`config.mk`:
```
export PLATFORM = sky130hd
export DESIGN_NAME = rv16_muldiv_unit_flat
export DESIGN_NICKNAME = d
export VERILOG_FILES = /design/src/rtl/rv16_muldiv_pkg.sv /design/src/rtl/rv16_muldiv_if.sv /design/src/rtl/rv16_div_core.sv /design/src/rtl/rv16_muldiv_unit.sv /design/src/flat_wrapper.sv
export SDC_FILE = /design/constraint.sdc
export NUM_CORES = 1
export LEC_CHECK = 0
export CAP_MARGIN = 20
export CORE_MARGIN = 3
export CORE_UTILIZATION = 60
export CTS_CLUSTER_SIZE = 10
export DETAILED_ROUTE_END_ITERATION = 12
export PLACE_DENSITY = 0.87
export SLEW_MARGIN = 40
export SYNTH_ARGS = -nofsm -noshare
export SYNTH_HDL_FRONTEND = slang
export SYNTH_SLANG_ARGS = --single-unit
```
`constraint.sdc`:
```
create_clock -name clk -period 9.7 [get_ports clk]
set_input_delay 1.94 -clock clk [delete_from_list [all_inputs] [get_ports clk]]
set_output_delay 1.94 -clock clk [all_outputs]
set_load 0.05 [all_outputs]
```
`src/rtl/rv16_muldiv_pkg.sv`:
```
// Shared definitions for the iterative RV32M multiply/divide unit:
// op encodings, FSM state encoding and op classification helpers.
package rv16_muldiv_pkg;

  localparam logic [2:0] OP_MUL    = 3'b000;
  localparam logic [2:0] OP_MULH   = 3'b001;
  localparam logic [2:0] OP_MULHSU = 3'b010;
  localparam logic [2:0] OP_MULHU  = 3'b011;
  localparam logic [2:0] OP_DIV    = 3'b100;
  localparam logic [2:0] OP_DIVU   = 3'b101;
  localparam logic [2:0] OP_REM    = 3'b110;
  localparam logic [2:0] OP_REMU   = 3'b111;

  typedef enum logic [1:0] {
    ST_IDLE = 2'd0,
    ST_CALC = 2'd1,
    ST_DONE = 2'd2
  } state_e;

  // rs1 is treated as two's complement
  function automatic logic is_signed_a(input logic [2:0] op);
    return (op == OP_MULH) || (op == OP_MULHSU) || (op == OP_DIV) || (op == OP_REM);
  endfunction

  // rs2 is treated as two's complement
  function automatic logic is_signed_b(input logic [2:0] op);
    return (op == OP_MULH) || (op == OP_DIV) || (op == OP_REM);
  endfunction

  function automatic logic is_div(input logic [2:0] op);
    return op[2];
  endfunction

  // REM/REMU return the remainder instead of the quotient
  function automatic logic is_rem(input logic [2:0] op);
    return op[2] & op[1];
  endfunction

  // MULH/MULHSU/MULHU return the upper half of the product
  function automatic logic returns_high(input logic [2:0] op);
    return !op[2] && (op[1:0] != 2'b00);
  endfunction

endpackage

```
`src/rtl/rv16_muldiv_if.sv`:
```
// Request/response bundle between the EX stage and the mul/div unit.
interface rv16_muldiv_if #(
  parameter int XLEN = 32
);
  logic            i_start;
  logic [2:0]      i_op;
  logic [XLEN-1:0] i_operand_a;
  logic [XLEN-1:0] i_operand_b;
  logic            i_kill;
  logic            o_ready;
  logic            o_busy;
  logic            o_done;
  logic [XLEN-1:0] o_result;
  logic            o_div_by_zero;
  logic            o_overflow;

  modport master (
    output i_start, i_op, i_operand_a, i_operand_b, i_kill,
    input  o_ready, o_busy, o_done, o_result, o_div_by_zero, o_overflow
  );

  modport slave (
    input  i_start, i_op, i_operand_a, i_operand_b, i_kill,
    output o_ready, o_busy, o_done, o_result, o_div_by_zero, o_overflow
  );
endinterface

```
`src/rtl/rv16_div_core.sv`:
```
// Restoring divider, one quotient bit per step, on unsigned magnitudes.
// The next-step quotient/remainder are exported combinationally so the
// parent can sign-correct the final step on the same edge it is taken.
module rv16_div_core #(
  parameter int XLEN = 32
) (
  input  logic            clk,
  input  logic            rst_n,
  input  logic            i_load,
  input  logic            i_step,
  input  logic [XLEN-1:0] i_dividend,
  input  logic [XLEN-1:0] i_divisor,
  output logic [XLEN-1:0] o_quotient_nxt,
  output logic [XLEN-1:0] o_remainder_nxt
);

  logic [XLEN-1:0] quo_q, quo_d;
  logic [XLEN-1:0] rem_q, rem_d;
  logic [XLEN-1:0] dvs_q, dvs_d;
  logic [XLEN:0]   r_sh;
  logic [XLEN-1:0] diff;
  logic            fits;

  // one restoring step: shift in next dividend bit, subtract if it fits
  always_comb begin
    r_sh            = {rem_q, quo_q[XLEN-1]};
    fits            = (r_sh >= {1'b0, dvs_q});
    // when the subtract is taken the true difference is below the divisor,
    // so the low XLEN bits are exact
    diff            = r_sh[XLEN-1:0] - dvs_q;
    o_remainder_nxt = fits ? diff : r_sh[XLEN-1:0];
    o_quotient_nxt  = {quo_q[XLEN-2:0], fits};
  end

  // load on accept, advance on each CALC step
  always_comb begin
    quo_d = quo_q;
    rem_d = rem_q;
    dvs_d = dvs_q;
    if (i_load) begin
      quo_d = i_dividend;
      rem_d = '0;
      dvs_d = i_divisor;
    end else if (i_step) begin
      quo_d = o_quotient_nxt;
      rem_d = o_remainder_nxt;
    end
  end

  // divider state registers
  always_ff @(posedge clk or negedge rst_n) begin
    if (!rst_n) begin
      quo_q <= '0;
      rem_q <= '0;
      dvs_q <= '0;
    end else begin
      quo_q <= quo_d;
      rem_q <= rem_d;
      dvs_q <= dvs_d;
    end
  end

endmodule

```
`src/rtl/rv16_muldiv_unit.sv`:
```
// Iterative RV32M multiply/divide unit sitting beside the EX-stage ALU.
// Multiply is a radix-2^MUL_BPC shift-add on magnitudes with a final
// two's complement fix-up; divide lives in rv16_div_core.
// Build option: RV16_MULDIV_DIV_EN enables the divider; without it the
// divide ops complete in one cycle returning zero.
//
//  state   | meaning
//  --------+----------------------------------------------------------
//  ST_IDLE | waiting for i_start
//  ST_CALC | iterating; counter counts remaining steps down to 1
//  ST_DONE | o_done high, result valid; may accept the next op
module rv16_muldiv_unit
  import rv16_muldiv_pkg::*;
#(
  parameter int XLEN    = 32,
  parameter int MUL_BPC = 2
) (
  input logic           clk,
  input logic           rst_n,
  rv16_muldiv_if.slave  bus
);

  localparam int              PW         = 2 * XLEN;
  localparam int              CW         = $clog2(XLEN + 1);
  localparam logic [CW-1:0]   MUL_CYCLES = CW'(XLEN / MUL_BPC);
  localparam logic [XLEN-1:0] MIN_VAL    = {1'b1, {(XLEN-1){1'b0}}};

  state_e          state_q, state_d;
  logic [CW-1:0]   cnt_q, cnt_d;
  logic [2:0]      op_q, op_d;
  logic            neg_q, neg_d;
  logic [XLEN-1:0] mcand_q, mcand_d;
  logic [PW-1:0]   prod_q, prod_d;
  logic [XLEN-1:0] result_q, result_d;
  logic            done_q, done_d;
  logic            dbz_q, dbz_d;
  logic            ovf_q, ovf_d;

  logic            a_neg, b_neg;
  logic [XLEN-1:0] abs_a, abs_b;
  logic [XLEN+MUL_BPC-1:0] mul_sum;
  logic [PW+MUL_BPC-1:0]   mul_wide;
  logic [PW-1:0]   prod_step;
  logic [PW-1:0]   prod_fin;

`ifdef RV16_MULDIV_DIV_EN
  localparam logic [CW-1:0] DIV_CYCLES = CW'(XLEN);
  logic            div_load, div_step;
  logic [XLEN-1:0] div_q_nxt, div_r_nxt;
  logic [XLEN-1:0] div_q_fin, div_r_fin;

  rv16_div_core #(.XLEN(XLEN)) u_div_core (
    .clk             (clk),
    .rst_n           (rst_n),
    .i_load          (div_load),
    .i_step          (div_step),
    .i_dividend      (abs_a),
    .i_divisor       (abs_b),
    .o_quotient_nxt  (div_q_nxt),
    .o_remainder_nxt (div_r_nxt)
  );

  // sign fix-up of the final divide step
  always_comb begin
    div_q_fin = neg_q ? (-div_q_nxt) : div_q_nxt;
    div_r_fin = neg_q ? (-div_r_nxt) : div_r_nxt;
  end
`endif

  // operand magnitudes at accept time
  always_comb begin
    a_neg = is_signed_a(bus.i_op) & bus.i_operand_a[XLEN-1];
    b_neg = is_signed_b(bus.i_op) & bus.i_operand_b[XLEN-1];
    abs_a = a_neg ? (-bus.i_operand_a) : bus.i_operand_a;
    abs_b = b_neg ? (-bus.i_operand_b) : bus.i_operand_b;
  end

  // one multiply step: add MUL_BPC multiplier bits' worth of multiplicand
  // into the upper half, then shift the whole product right
  always_comb begin
    mul_sum   = {{MUL_BPC{1'b0}}, prod_q[PW-1:XLEN]}
              + ({{MUL_BPC{1'b0}}, mcand_q} * {{XLEN{1'b0}}, prod_q[MUL_BPC-1:0]});
    mul_wide  = {mul_sum, prod_q[XLEN-1:0]};
    prod_step = mul_wide[PW+MUL_BPC-1:MUL_BPC];
    prod_fin  = neg_q ? (-prod_step) : prod_step;
  end

  // next-state and datapath control
  always_comb begin
    state_d  = state_q;
    cnt_d    = cnt_q;
    op_d     = op_q;
    neg_d    = neg_q;
    mcand_d  = mcand_q;
    prod_d   = prod_q;
    result_d = result_q;
    done_d   = 1'b0;
    dbz_d    = dbz_q;
    ovf_d    = ovf_q;
`ifdef RV16_MULDIV_DIV_EN
    div_load = 1'b0;
    div_step = 1'b0;
`endif
    case (state_q)
      ST_IDLE, ST_DONE: begin
        if (bus.i_kill) begin
          state_d = ST_IDLE;
        end else if (bus.i_start) begin
          op_d  = bus.i_op;
          // remainder takes the dividend's sign, everything else the product's
          neg_d = is_rem(bus.i_op) ? a_neg : (a_neg ^ b_neg);
          dbz_d = 1'b0;
          ovf_d = 1'b0;
          if (is_div(bus.i_op)) begin
`ifdef RV16_MULDIV_DIV_EN
            if (bus.i_operand_b == '0) begin
              state_d  = ST_DONE;
              done_d   = 1'b1;
              dbz_d    = 1'b1;
              result_d = is_rem(bus.i_op) ? bus.i_operand_a : '1;
            end else if (is_signed_b(bus.i_op) && (bus.i_operand_a == MIN_VAL) &&
                         (bus.i_operand_b == '1)) begin
              state_d  = ST_DONE;
              done_d   = 1'b1;
              ovf_d    = 1'b1;
              result_d = is_rem(bus.i_op) ? '0 : MIN_VAL;
            end else begin
              state_d  = ST_CALC;
              cnt_d    = DIV_CYCLES;
              div_load = 1'b1;
            end
`else
            state_d  = ST_DONE;
            done_d   = 1'b1;
            result_d = '0;
`endif
          end else begin
            state_d = ST_CALC;
            cnt_d   = MUL_CYCLES;
            mcand_d = abs_a;
            prod_d  = {{XLEN{1'b0}}, abs_b};
          end
        end else begin
          state_d = ST_IDLE;
        end
      end
      ST_CALC: begin
        if (bus.i_kill) begin
          state_d = ST_IDLE;
        end else begin
          cnt_d = cnt_q - CW'(1);
          if (!is_div(op_q)) begin
            prod_d = prod_step;
          end
`ifdef RV16_MULDIV_DIV_EN
          div_step = is_div(op_q);
`endif
          if (cnt_q == CW'(1)) begin
            state_d = ST_DONE;
            done_d  = 1'b1;
`ifdef RV16_MULDIV_DIV_EN
            if (is_div(op_q)) begin
              result_d = is_rem(op_q) ? div_r_fin : div_q_fin;
            end else begin
              result_d = returns_high(op_q) ? prod_fin[PW-1:XLEN] : prod_fin[XLEN-1:0];
            end
`else
            result_d = returns_high(op_q) ? prod_fin[PW-1:XLEN] : prod_fin[XLEN-1:0];
`endif
          end
        end
      end
      default: begin
        state_d = ST_IDLE;
      end
    endcase
  end

  // FSM and datapath registers
  always_ff @(posedge clk or negedge rst_n) begin
    if (!rst_n) begin
      state_q  <= ST_IDLE;
      cnt_q    <= '0;
      op_q     <= OP_MUL;
      neg_q    <= 1'b0;
      mcand_q  <= '0;
      prod_q   <= '0;
      result_q <= '0;
      done_q   <= 1'b0;
      dbz_q    <= 1'b0;
      ovf_q    <= 1'b0;
    end else begin
      state_q  <= state_d;
      cnt_q    <= cnt_d;
      op_q     <= op_d;
      neg_q    <= neg_d;
      mcand_q  <= mcand_d;
      prod_q   <= prod_d;
      result_q <= result_d;
      done_q   <= done_d;
      dbz_q    <= dbz_d;
      ovf_q    <= ovf_d;
    end
  end

  assign bus.o_ready       = (state_q == ST_IDLE) || (state_q == ST_DONE);
  assign bus.o_busy        = (state_q == ST_CALC);
  assign bus.o_done        = done_q;
  assign bus.o_result      = result_q;
  assign bus.o_div_by_zero = dbz_q;
  assign bus.o_overflow    = ovf_q;

endmodule

```
`src/flat_wrapper.sv`:
```
// flat-port wrapper written by rule: the top's interface ports become plain ports
module rv16_muldiv_unit_flat import rv16_muldiv_pkg::*;
#(
  parameter int XLEN    = 32,
  parameter int MUL_BPC = 2
)
  (clk, rst_n, bus_i_start, bus_i_op, bus_i_operand_a, bus_i_operand_b, bus_i_kill, bus_o_ready, bus_o_busy, bus_o_done, bus_o_result, bus_o_div_by_zero, bus_o_overflow);
  rv16_muldiv_if #(.XLEN(XLEN)) bus_i ();
  input logic clk;
  input logic rst_n;
  input wire logic [$bits(bus_i.i_start)-1:0] bus_i_start;
  input wire logic [$bits(bus_i.i_op)-1:0] bus_i_op;
  input wire logic [$bits(bus_i.i_operand_a)-1:0] bus_i_operand_a;
  input wire logic [$bits(bus_i.i_operand_b)-1:0] bus_i_operand_b;
  input wire logic [$bits(bus_i.i_kill)-1:0] bus_i_kill;
  output wire logic [$bits(bus_i.o_ready)-1:0] bus_o_ready;
  output wire logic [$bits(bus_i.o_busy)-1:0] bus_o_busy;
  output wire logic [$bits(bus_i.o_done)-1:0] bus_o_done;
  output wire logic [$bits(bus_i.o_result)-1:0] bus_o_result;
  output wire logic [$bits(bus_i.o_div_by_zero)-1:0] bus_o_div_by_zero;
  output wire logic [$bits(bus_i.o_overflow)-1:0] bus_o_overflow;
  assign bus_i.i_start = bus_i_start;
  assign bus_i.i_op = bus_i_op;
  assign bus_i.i_operand_a = bus_i_operand_a;
  assign bus_i.i_operand_b = bus_i_operand_b;
  assign bus_i.i_kill = bus_i_kill;
  assign bus_o_ready = bus_i.o_ready;
  assign bus_o_busy = bus_i.o_busy;
  assign bus_o_done = bus_i.o_done;
  assign bus_o_result = bus_i.o_result;
  assign bus_o_div_by_zero = bus_i.o_div_by_zero;
  assign bus_o_overflow = bus_i.o_overflow;
  rv16_muldiv_unit #(.XLEN(XLEN), .MUL_BPC(MUL_BPC)) u_core (.clk(clk), .rst_n(rst_n), .bus(bus_i));
endmodule
```
==> results of run 1 <==
-- power breakdown --
group | internal, mW | switching, mW | leakage [nW]
logic | 0.528 | 0.889 | 3.85
registers | 0.706 | 0.155 | 1.85
clock network | 0.413 | 0.276 | 0.294
total | 1.65 | 1.32 | 5.99
-- cells in the mapped netlist (all sizes together) (4+ instances only) --
library cell and count:
or4 13, nand4 10, nor2 91, mux2 4, o41ai 9, and3 15
nand3 23, ha 38, nor3 21, a22o 32, o31ai 27, fa 32
a21o 11, clkbuf 69, nand3b 6, inv 108, a32o 6, a31oi 9
nor3b 4, o21ai 161, and4 4, a221o 5, nand2b 5, xor2 64
nor4 21, a21oi 96, o21a 5, nand2 232, or3 29, and2 19
xnor2 68, a22oi 9, mux2i 7, or2 18, dfrtp 141, buf 10
nor2b 7, o211ai 4, a21boi 7
-- worst max-delay path by stage --
stage               slack (ns)        startpoint                       to  depth (start not counted)
global route              4.07  u_core.prod_q[0]  u_core.bus.o_result[29]                         14
finish                    4.36  u_core.prod_q[0]  u_core.bus.o_result[31]                         14
detailed placement        4.26  u_core.prod_q[0]  u_core.bus.o_result[31]                         14
global placement          4.12  u_core.prod_q[1]  u_core.bus.o_result[29]                         13
floorplan                 5.31  u_core.prod_q[0]  u_core.bus.o_result[30]                         14
CTS                       4.26  u_core.prod_q[1]  u_core.bus.o_result[31]                         13
-- state kept, by name, summed over array words and instances, names as in the netlist --
register,cells
u_core.bus.o_done,1
u_core.state_q,2
u_core.mcand_q,32
u_core.cnt_q,6
u_core.bus.o_result,32
u_core.prod_q,64
u_core.neg_q,1
u_core.op_q,3
-- critical path, cell delays in order, from the launching register on --
cell and delay, ns:
dfrtp_1 0.51, buf_4 0.36, and2_1 0.19, fa_1 0.42
ha_1 0.24, fa_1 0.41, a21o_1 0.23, a221o_1 0.40
a221oi_1 0.48, xnor2_1 0.29, nor4bb_2 0.70, nand4_2 0.36
nor3_2 0.30, a211oi_1 0.10, a311oi_1 0.24
-- kinds of logic (layout without fill, tap and decap cells) --
| group | Yosys count | in the layout | synth area share [%] |
|---|---|---|---|
| buffers and inverters | 187 | 251 | 6.06 |
| multiplexers | 12 | 12 | 1.17 |
| other | 1 | 2 | 0.0318 |
| AND/OR/NAND/NOR | 526 | 526 | 21.6 |
| adder cells (fa/ha/maj) | 70 | 70 | 9.47 |
| AO/OA/AOI/OAI | 411 | 411 | 21.9 |
| flip-flops | 141 | 141 | 29.9 |
| XOR/XNOR | 132 | 132 | 9.81 |
-- per-layer routing --
layer | GRT usage (%) | wire (um) | vias up
li1 | - | - | 5249
met1 | 42.3 | 14200 | 5390
met2 | 49.9 | 15800 | 437
met3 | 4.84 | 1980 | 79
met4 | 10.9 | 1010 | 0
met5 | 0 | 0 | -
-- stage by stage --
stage	util, %	hold slack (ns)	instances	cell area [um2]	total power [mW]
floorplan	-	0.450	1481	11800	1.84
detailed placement	68.0	0.471	1773	12900	2.23
global route	71.3	0.499	1805	13600	3.16
finish	71.3	0.484	1805	13600	2.97
global placement	67.9	0.467	1773	12900	2.18
CTS	71.2	0.485	1805	13500	2.94
-- final cells by class --
class / instances / area, um2 / share of cell area (%)
multi-input cells: 1153 / 7590 / 56.0
inverters: 108 / 408 / 3.01
well taps: 260 / 325 / 2.40
flip-flops and latches: 141 / 3530 / 26.0
repair buffers: 111 / 1100 / 8.12
clock inverters: 13 / 164 / 1.21
clock buffers: 19 / 443 / 3.27
==> impl_metrics.env, run 1 <==
export IMPL_track_usage_pct=30.8
export IMPL_status="finished clean"
export IMPL_drt_wl_total_um=33100
export IMPL_route_detailed_drc=0
export IMPL_post_route_period_util_pct=55.1
export IMPL_setup_tns_ns=0
export IMPL_hold_path_depth=2
export IMPL_post_cts_repair_setup_buffers=0
export IMPL_critPathArrivalTime_ns=5.68
export IMPL_grt_pass1_vias=10700
export IMPL_antenna_found_initial=0
export IMPL_ys_ff_latch=141
export IMPL_cts_root_buf="clkbuf_16"
export IMPL_grt_start_max_net_pins=73
export IMPL_gp_congestion=0.963
export IMPL_cts_buffers=17
export IMPL_postSynthCellCount=1480
export IMPL_clockBufferDepth=2
export IMPL_hold_path_end="u_core.prod_q[55]"
export IMPL_port_buffers=105
export IMPL_relSlewSlack_pct=45.6
export IMPL_core_um2=19000
export IMPL_hold_viol=0
export IMPL_end_kind="register"
export IMPL_rsz0062_at_grt="no"
export IMPL_netlist_area_um2=11800
export IMPL_synth_ff_type="dfrtp_1"
export IMPL_avgRoutedWirePerCell_um=18.3
export IMPL_criticalPathCategory="reg -> reg"
export IMPL_crit_path_max_fanout=26
export IMPL_dpl_hpwl_um=24200
export IMPL_num_vias=11200
export IMPL_final_common_cell="nand2_1"
export IMPL_vias_per_cell=6.18
export IMPL_ioPinCount=108
export IMPL_ir_worst_vdd_mv=0.143
export IMPL_grt_pass1_wl_um=54100
export IMPL_synth_edf_count=0
export IMPL_worst_r2r_cell_count=14
export IMPL_cts_tree="done"
export IMPL_timing_final_ws_setup_ns=4.36
export IMPL_yosysTopAreaCellShare_pct=29.9
export IMPL_synthArstFlopShare_pct=100
export IMPL_setup_viol=0
export IMPL_cts_sinks=141
export IMPL_nNetsFinal=1673
export IMPL_ys_types=78
export IMPL_setup_worst_path_start_class="register"
export IMPL_die_y_um=146
export IMPL_ys_seq_area_share_pct=29.9
export IMPL_dp_slack_ns=4.26
export IMPL_initialDrtViolationCount=945
export IMPL_synth_avg_cell_area_um2=7.96
export IMPL_hp_start="u_core.prod_q[55]"
export IMPL_layout_common_cells="nand2_1, o21ai_0, dfrtp_1"
export IMPL_fp_dieW_um=146
export IMPL_ant_nets=0
export IMPL_rr_startpoint="u_core.prod_q[0]"
export IMPL_drv_cap=0
export IMPL_cts_hold_buf=0
export IMPL_clkLatencyLatePin_ns=0.44
export IMPL_ff2ff_setup_slack_ns=4.36
export IMPL_first_pass_iters=5
export IMPL_fillers=1536
export IMPL_start_util_pct=62.0
export IMPL_antenna_cells=0
export IMPL_slew_violations=0
export IMPL_fp_row_count=50
export IMPL_yosysTopAreaCell="dfrtp_1"
export IMPL_yosysWarningCount=0
export IMPL_drive_gt1_share_pct=6.02
export IMPL_grt_overflow_total=0
export IMPL_cp_required_ns=10.03
export IMPL_hold_class="reg -> reg"
export IMPL_rr_endpoint="u_core.bus.o_result[31]"
export IMPL_die_area_um2=21400
export IMPL_fmax_mhz=187
export IMPL_clk_transition_reported_paths_ns=0.06
export IMPL_cts_resized=0
export IMPL_worstMarginPinSlew_ns=0.809
export IMPL_p_per_area_nw_per_um2=219
export IMPL_leakage_nw=5.99
export IMPL_cts_htree_levels=4
export IMPL_finalCriticalPeriod_ns=5.34
export IMPL_fin_skew_ns=0.0162
export IMPL_area_growth_pct=15.1
export IMPL_ys_top_cells_by_area="dfrtp_1, nand2_1, o21ai_0"
Note: power is estimated with default switching activity, not from simulation.
==> run 2, diff against run 1 <==
--- a/config.mk
+++ b/config.mk
@@ -7,10 +7,10 @@
 export LEC_CHECK = 0
 export CAP_MARGIN = 20
 export CORE_MARGIN = 3
-export CORE_UTILIZATION = 60
+export CORE_UTILIZATION = 59
 export CTS_CLUSTER_SIZE = 10
 export DETAILED_ROUTE_END_ITERATION = 12
-export PLACE_DENSITY = 0.87
+export PLACE_DENSITY = 0.86
 export SLEW_MARGIN = 40
 export SYNTH_ARGS = -nofsm -noshare
 export SYNTH_HDL_FRONTEND = slang
==> constraint.sdc (replaced) <==
create_clock -name clk -period 5.3 [get_ports clk]
set_input_delay 1.06 -clock clk [delete_from_list [all_inputs] [get_ports clk]]
set_output_delay 1.06 -clock clk [all_outputs]
set_load 0.05 [all_outputs]
==> impl_metrics.env, run 2 (synthesis gave the netlist of run 1 again) <==
export IMPL_criticalPathCategory="reg -> reg"
export IMPL_largest_reg_flops=64
export IMPL_ant_nets=0
export IMPL_cts_sinks=141
export IMPL_cts_htree_levels=4
export IMPL_crit_path_max_fanout=14
export IMPL_nNetsFinal=1688
export IMPL_leakage_nw=6.07
export IMPL_status="finished clean"
export IMPL_start_util_pct=60.3
export IMPL_hold_class="reg -> reg"
export IMPL_clk_transition_reported_paths_ns=0.06
export IMPL_timing_final_ws_setup_ns=0.278
export IMPL_port_buffers=105
export IMPL_worstMarginPinSlew_ns=0.777
export IMPL_fmax_mhz=199
export IMPL_rr_startpoint="u_core.prod_q[1]"
export IMPL_vias_per_cell=6.18
export IMPL_grt_pass1_wl_um=54300
export IMPL_first_pass_iters=6
export IMPL_layout_common_cells="nand2_1, o21ai_0, dfrtp_1"
export IMPL_setup_tns_ns=0
export IMPL_clkLatencyLatePin_ns=0.43
export IMPL_setup_worst_path_start_class="register"
export IMPL_die_area_um2=21700
export IMPL_fp_dieW_um=147
export IMPL_holdWs_ns=0.493
export IMPL_cts_tree="done"
export IMPL_drv_cap=0
export IMPL_route_detailed_drc=0
export IMPL_avgRoutedWirePerCell_um=18.2
export IMPL_grt_pass1_vias=10800
export IMPL_crit_path_cell_trace="and2_1 > fa_1 > ha_1 > fa_1 > a21o_1 > a221o_1 > a21oi_1 > xnor2_1 > a21oi_1 > or4bb_2 > o41ai_2 > xnor2_1 > nor2_1 > o21ai_1"
export IMPL_clockBufferDepth=2
export IMPL_grt_overflow_total=0
export IMPL_antenna_cells=0
export IMPL_crit_start="u_core.prod_q[1]"
export IMPL_cts_hold_buf=0
export IMPL_path_buf_inv=0
export IMPL_track_usage_pct=30.6
export IMPL_ioPinCount=108
export IMPL_fin_skew_ns=0.0113
export IMPL_fp_row_count=51
export IMPL_grt_start_max_net_pins=69
export IMPL_setup_viol=0
export IMPL_largest_register="u_core.prod_q"
export IMPL_post_route_period_util_pct=94.8
export IMPL_cp_required_ns=5.65
export IMPL_cts_buffers=17
export IMPL_slowest_stage="or4bb_2"
export IMPL_final_common_cell="nand2_1"
export IMPL_finalCriticalPeriod_ns=5.02
export IMPL_hold_viol=0
export IMPL_cts_root_buf="clkbuf_16"
export IMPL_core_um2=19500
export IMPL_layout_cells_non_filler=1825
export IMPL_dpl_hpwl_um=24700
export IMPL_dp_slack_ns=0.335
export IMPL_finalPower_mw=5.49
export IMPL_p_per_area_nw_per_um2=401
export IMPL_die_y_um=147
export IMPL_hp_start="u_core.prod_q[46]"
export IMPL_area_growth_pct=16.1
export IMPL_antenna_found_initial=0
export IMPL_rsz0062_at_grt="no"
export IMPL_path_delay_family="compound AO/OA/AOI/OAI gates"
export IMPL_relSlewSlack_pct=47.7
export IMPL_initialDrtViolationCount=1089
export IMPL_slowest_delay_ns=0.64
export IMPL_slew_violations=0
export IMPL_num_vias=11300
export IMPL_drt_wl_total_um=33100
export IMPL_critPathArrivalTime_ns=5.37
export IMPL_dp_cells=1791
export IMPL_ir_worst_vdd_mv=0.275
export IMPL_end_kind="register"
export IMPL_gp_congestion=0.984
export IMPL_drive_gt1_share_pct=6.73
[run 2: what timing repair did]
action,CTS,global route
gates resized for setup,0,3
setup endpoints to repair,0,3
buffers inserted,0,1
[run 2: metal layers]
layer  global-route usage [%]  vias to the layer above  part of all wire [%]  wire length [um]
met5                        0                        -                     0                 0
met4                     10.8                        0                   3.0               984
met3                     3.79                       76                   7.2              2390
met2                     51.1                      458                    49             16100
met1                     41.6                     5467                    41             13700
li1                         -                     5281                     -                 -
[run 2: worst paths after layout]
check                                     endpoint  slack [ns]  depth (start not counted)
setup reg to reg           u_core.bus.o_result[19]        0.28                         14
hold / removal                   u_core.prod_q[46]        0.49                          2
setup / recovery           u_core.bus.o_result[19]        0.28                         14
min in group asynchronous        u_core.mcand_q[8]        0.54                          1
hold reg to reg                  u_core.prod_q[46]        0.49                          2
max in group asynchronous   u_core.bus.o_result[4]        3.68                          2
[run 2: power by group]
group / switching, mW / internal, mW
registers: 0.300 / 1.29
logic: 1.61 / 1.01
clock network: 0.509 / 0.759
[run 2: metrics by stage]
| step | util [%] | area (um2) |
|---|---|---|
| CTS | 69.8 | 13600 |
| detailed placement | 66.7 | 13000 |
| global placement | 66.6 | 13000 |
| floorplan | - | 11800 |
| finish | 70.1 | 13700 |
| global route | 70.1 | 13700 |
[run 2: worst min-delay path, delay by kind of cell (launching register included)]
kind / cells / cell delay (ns)
AO/OA/AOI/OAI: 1 / 0.06
flip-flops: 1 / 0.35
AND/OR/NAND/NOR: 1 / 0.05
[run 2: layout make-up]
type                       instances  area [um2]
clock buffer                      20         447
clock inverter                    12         159
fill                            1583        5840
tap                              265         332
multi-input combinational       1153        7570
timing repair buffer             126        1230
inverter                         108         405
sequential                       141        3530
==> run 3, diff against run 2 <==
--- a/config.mk
+++ b/config.mk
@@ -8,9 +8,9 @@
 export CAP_MARGIN = 20
 export CORE_MARGIN = 3
 export CORE_UTILIZATION = 59
-export CTS_CLUSTER_SIZE = 10
 export DETAILED_ROUTE_END_ITERATION = 12
 export PLACE_DENSITY = 0.86
+export REMOVE_ABC_BUFFERS = 1
 export SLEW_MARGIN = 40
 export SYNTH_ARGS = -nofsm -noshare
 export SYNTH_HDL_FRONTEND = slang
==> impl_metrics.env, run 3 (synthesis gave the netlist of run 1 again) <==
export IMPL_num_vias=11200
export IMPL_dp_cells=1792
export IMPL_post_route_period_util_pct=91.8
export IMPL_cts_sinks=141
export IMPL_setup_tns_ns=0
export IMPL_port_buffers=105
export IMPL_cts_buffers=17
export IMPL_ioPinCount=108
export IMPL_cts_root_buf="clkbuf_16"
export IMPL_clkLatencyLatePin_ns=0.44
export IMPL_cp_required_ns=5.62
export IMPL_ant_nets=0
export IMPL_leakage_nw=6.06
export IMPL_gp_congestion=0.958
export IMPL_route_detailed_drc=0
export IMPL_post_cts_repair_setup_buffers=0
export IMPL_antenna_cells=0
export IMPL_drv_cap=0
export IMPL_track_usage_pct=30.2
export IMPL_ir_worst_vdd_mv=0.254
export IMPL_rr_startpoint="u_core.prod_q[1]"
export IMPL_fp_row_count=51
export IMPL_die_y_um=147
export IMPL_initialDrtViolationCount=1101
export IMPL_avgRoutedWirePerCell_um=17.9
export IMPL_grt_pass1_wl_um=53400
export IMPL_clockBufferDepth=2
export IMPL_nNetsFinal=1688
export IMPL_largest_reg_flops=64
export IMPL_drive_gt1_share_pct=6.67
export IMPL_first_pass_iters=5
export IMPL_layout_cells_non_filler=1825
export IMPL_cts_tree="done"
export IMPL_core_um2=19500
export IMPL_slew_violations=0
export IMPL_cts_resized=0
export IMPL_largest_register="u_core.prod_q"
export IMPL_criticalPathCategory="reg -> reg"
export IMPL_rsz0062_at_grt="no"
export IMPL_crit_start="u_core.prod_q[1]"
export IMPL_area_growth_pct=16.1
export IMPL_holdWs_ns=0.478
export IMPL_fp_dieW_um=147
export IMPL_fin_skew_ns=0.0113
export IMPL_setup_worst_path_start_class="register"
export IMPL_grt_pass1_vias=10700
export IMPL_cts_hold_buf=0
export IMPL_crit_path_cell_trace="and2_1 > fa_1 > ha_1 > fa_1 > a21o_1 > a221o_1 > a21oi_1 > xnor2_1 > a21oi_1 > nor4bb_1 > buf_4 > nand3_1 > nor4_1 > mux2i_1 > a32o_1"
export IMPL_ff2ff_setup_slack_ns=0.43
export IMPL_status="finished clean"
export IMPL_slowest_stage="dfrtp_1"
export IMPL_setup_viol=0
export IMPL_antenna_found_initial=0
export IMPL_path_delay_family="compound AO/OA/AOI/OAI gates"
export IMPL_layout_common_cells="nand2_1, o21ai_0, dfrtp_1"
export IMPL_critPathArrivalTime_ns=5.19
export IMPL_fmax_mhz=206
export IMPL_cts_htree_levels=4
export IMPL_hold_viol=0
export IMPL_end_kind="register"
export IMPL_finalCriticalPeriod_ns=4.87
export IMPL_p_per_area_nw_per_um2=400
export IMPL_hold_class="in -> async"
export IMPL_grt_start_max_net_pins=108
export IMPL_grt_overflow_total=0
export IMPL_clk_transition_reported_paths_ns=0.06
export IMPL_crit_path_max_fanout=9
export IMPL_drt_wl_total_um=32600
export IMPL_die_area_um2=21700
export IMPL_slowest_delay_ns=0.47
export IMPL_dpl_hpwl_um=24200
export IMPL_relSlewSlack_pct=42.5
export IMPL_vias_per_cell=6.13
export IMPL_path_buf_inv=1
export IMPL_worstMarginPinSlew_ns=0.861
export IMPL_start_util_pct=60.3
export IMPL_final_common_cell="nand2_1"
## run 3: cell types whose count changed in the layout (fill, tap and decap cells not counted), sizes merged
cell,before,now
clkbuf,20,21
clkinv,4,2
bufinv,3,2
clkinvlp,1,3
## run 3: per-layer routing
layer  vias to the layer above  GRT usage, %  wire length [um]  part of all wire (%)
met1                      5423          41.5             13800                    42
met5                         -             0                 0                     0
met2                       403          49.1             15800                    48
li1                       5290             -                 -                     -
met4                         0          11.0               927                   2.8
met3                        69          4.41              2080                   6.4
## run 3: worst paths after layout
path,to,depth (start not counted)
max,u_core.bus.o_result[28],15
min,u_core.mcand_q[8],1
max reg2reg,u_core.bus.o_result[28],15
min reg2reg,u_core.prod_q[32],2
max in group asynchronous,u_core.mcand_q[28],2
min in group clk,u_core.prod_q[32],2
## run 3: final cells by class
cell class | count | area, um2
multi-input cells | 1153 | 7580
flip-flops and latches | 141 | 3530
clock buffers | 21 | 460
inverters | 108 | 405
fillers | 1612 | 5850
clock inverters | 11 | 131
well taps | 265 | 332
repair buffers | 126 | 1230
## run 3: stage by stage
stage	setup WS [ns]	util [%]	cell area [um2]	total power, mW
final	0.434	70.0	13700	5.47
after global routing	0.171	70.0	13700	5.82
after CTS	0.472	69.8	13600	5.43
after detailed placement	0.487	66.8	13000	4.18
after global placement	0.622	66.7	13000	4.09
after floorplan	0.681	-	11500	3.34
## run 3: power by group
part | leakage [nW] | internal, mW | switching, mW
Sequential | 1.85 | 1.29 | 0.255
Combinational | 3.93 | 1.03 | 1.65
Clock | 0.281 | 0.724 | 0.515
## run 3: worst reg2reg max path: cells and delay by family (launching register included)
family | cells | cell delay [ns]
xor gates and xnor gates | 1 | 0.29
AOI/OAI and AO/OA | 5 | 1.56
muxes | 1 | 0.13
buffers and inverters | 1 | 0.20
adders and majority gates | 3 | 1.12
and+or+nand+nor | 4 | 0.98
DFF | 1 | 0.47
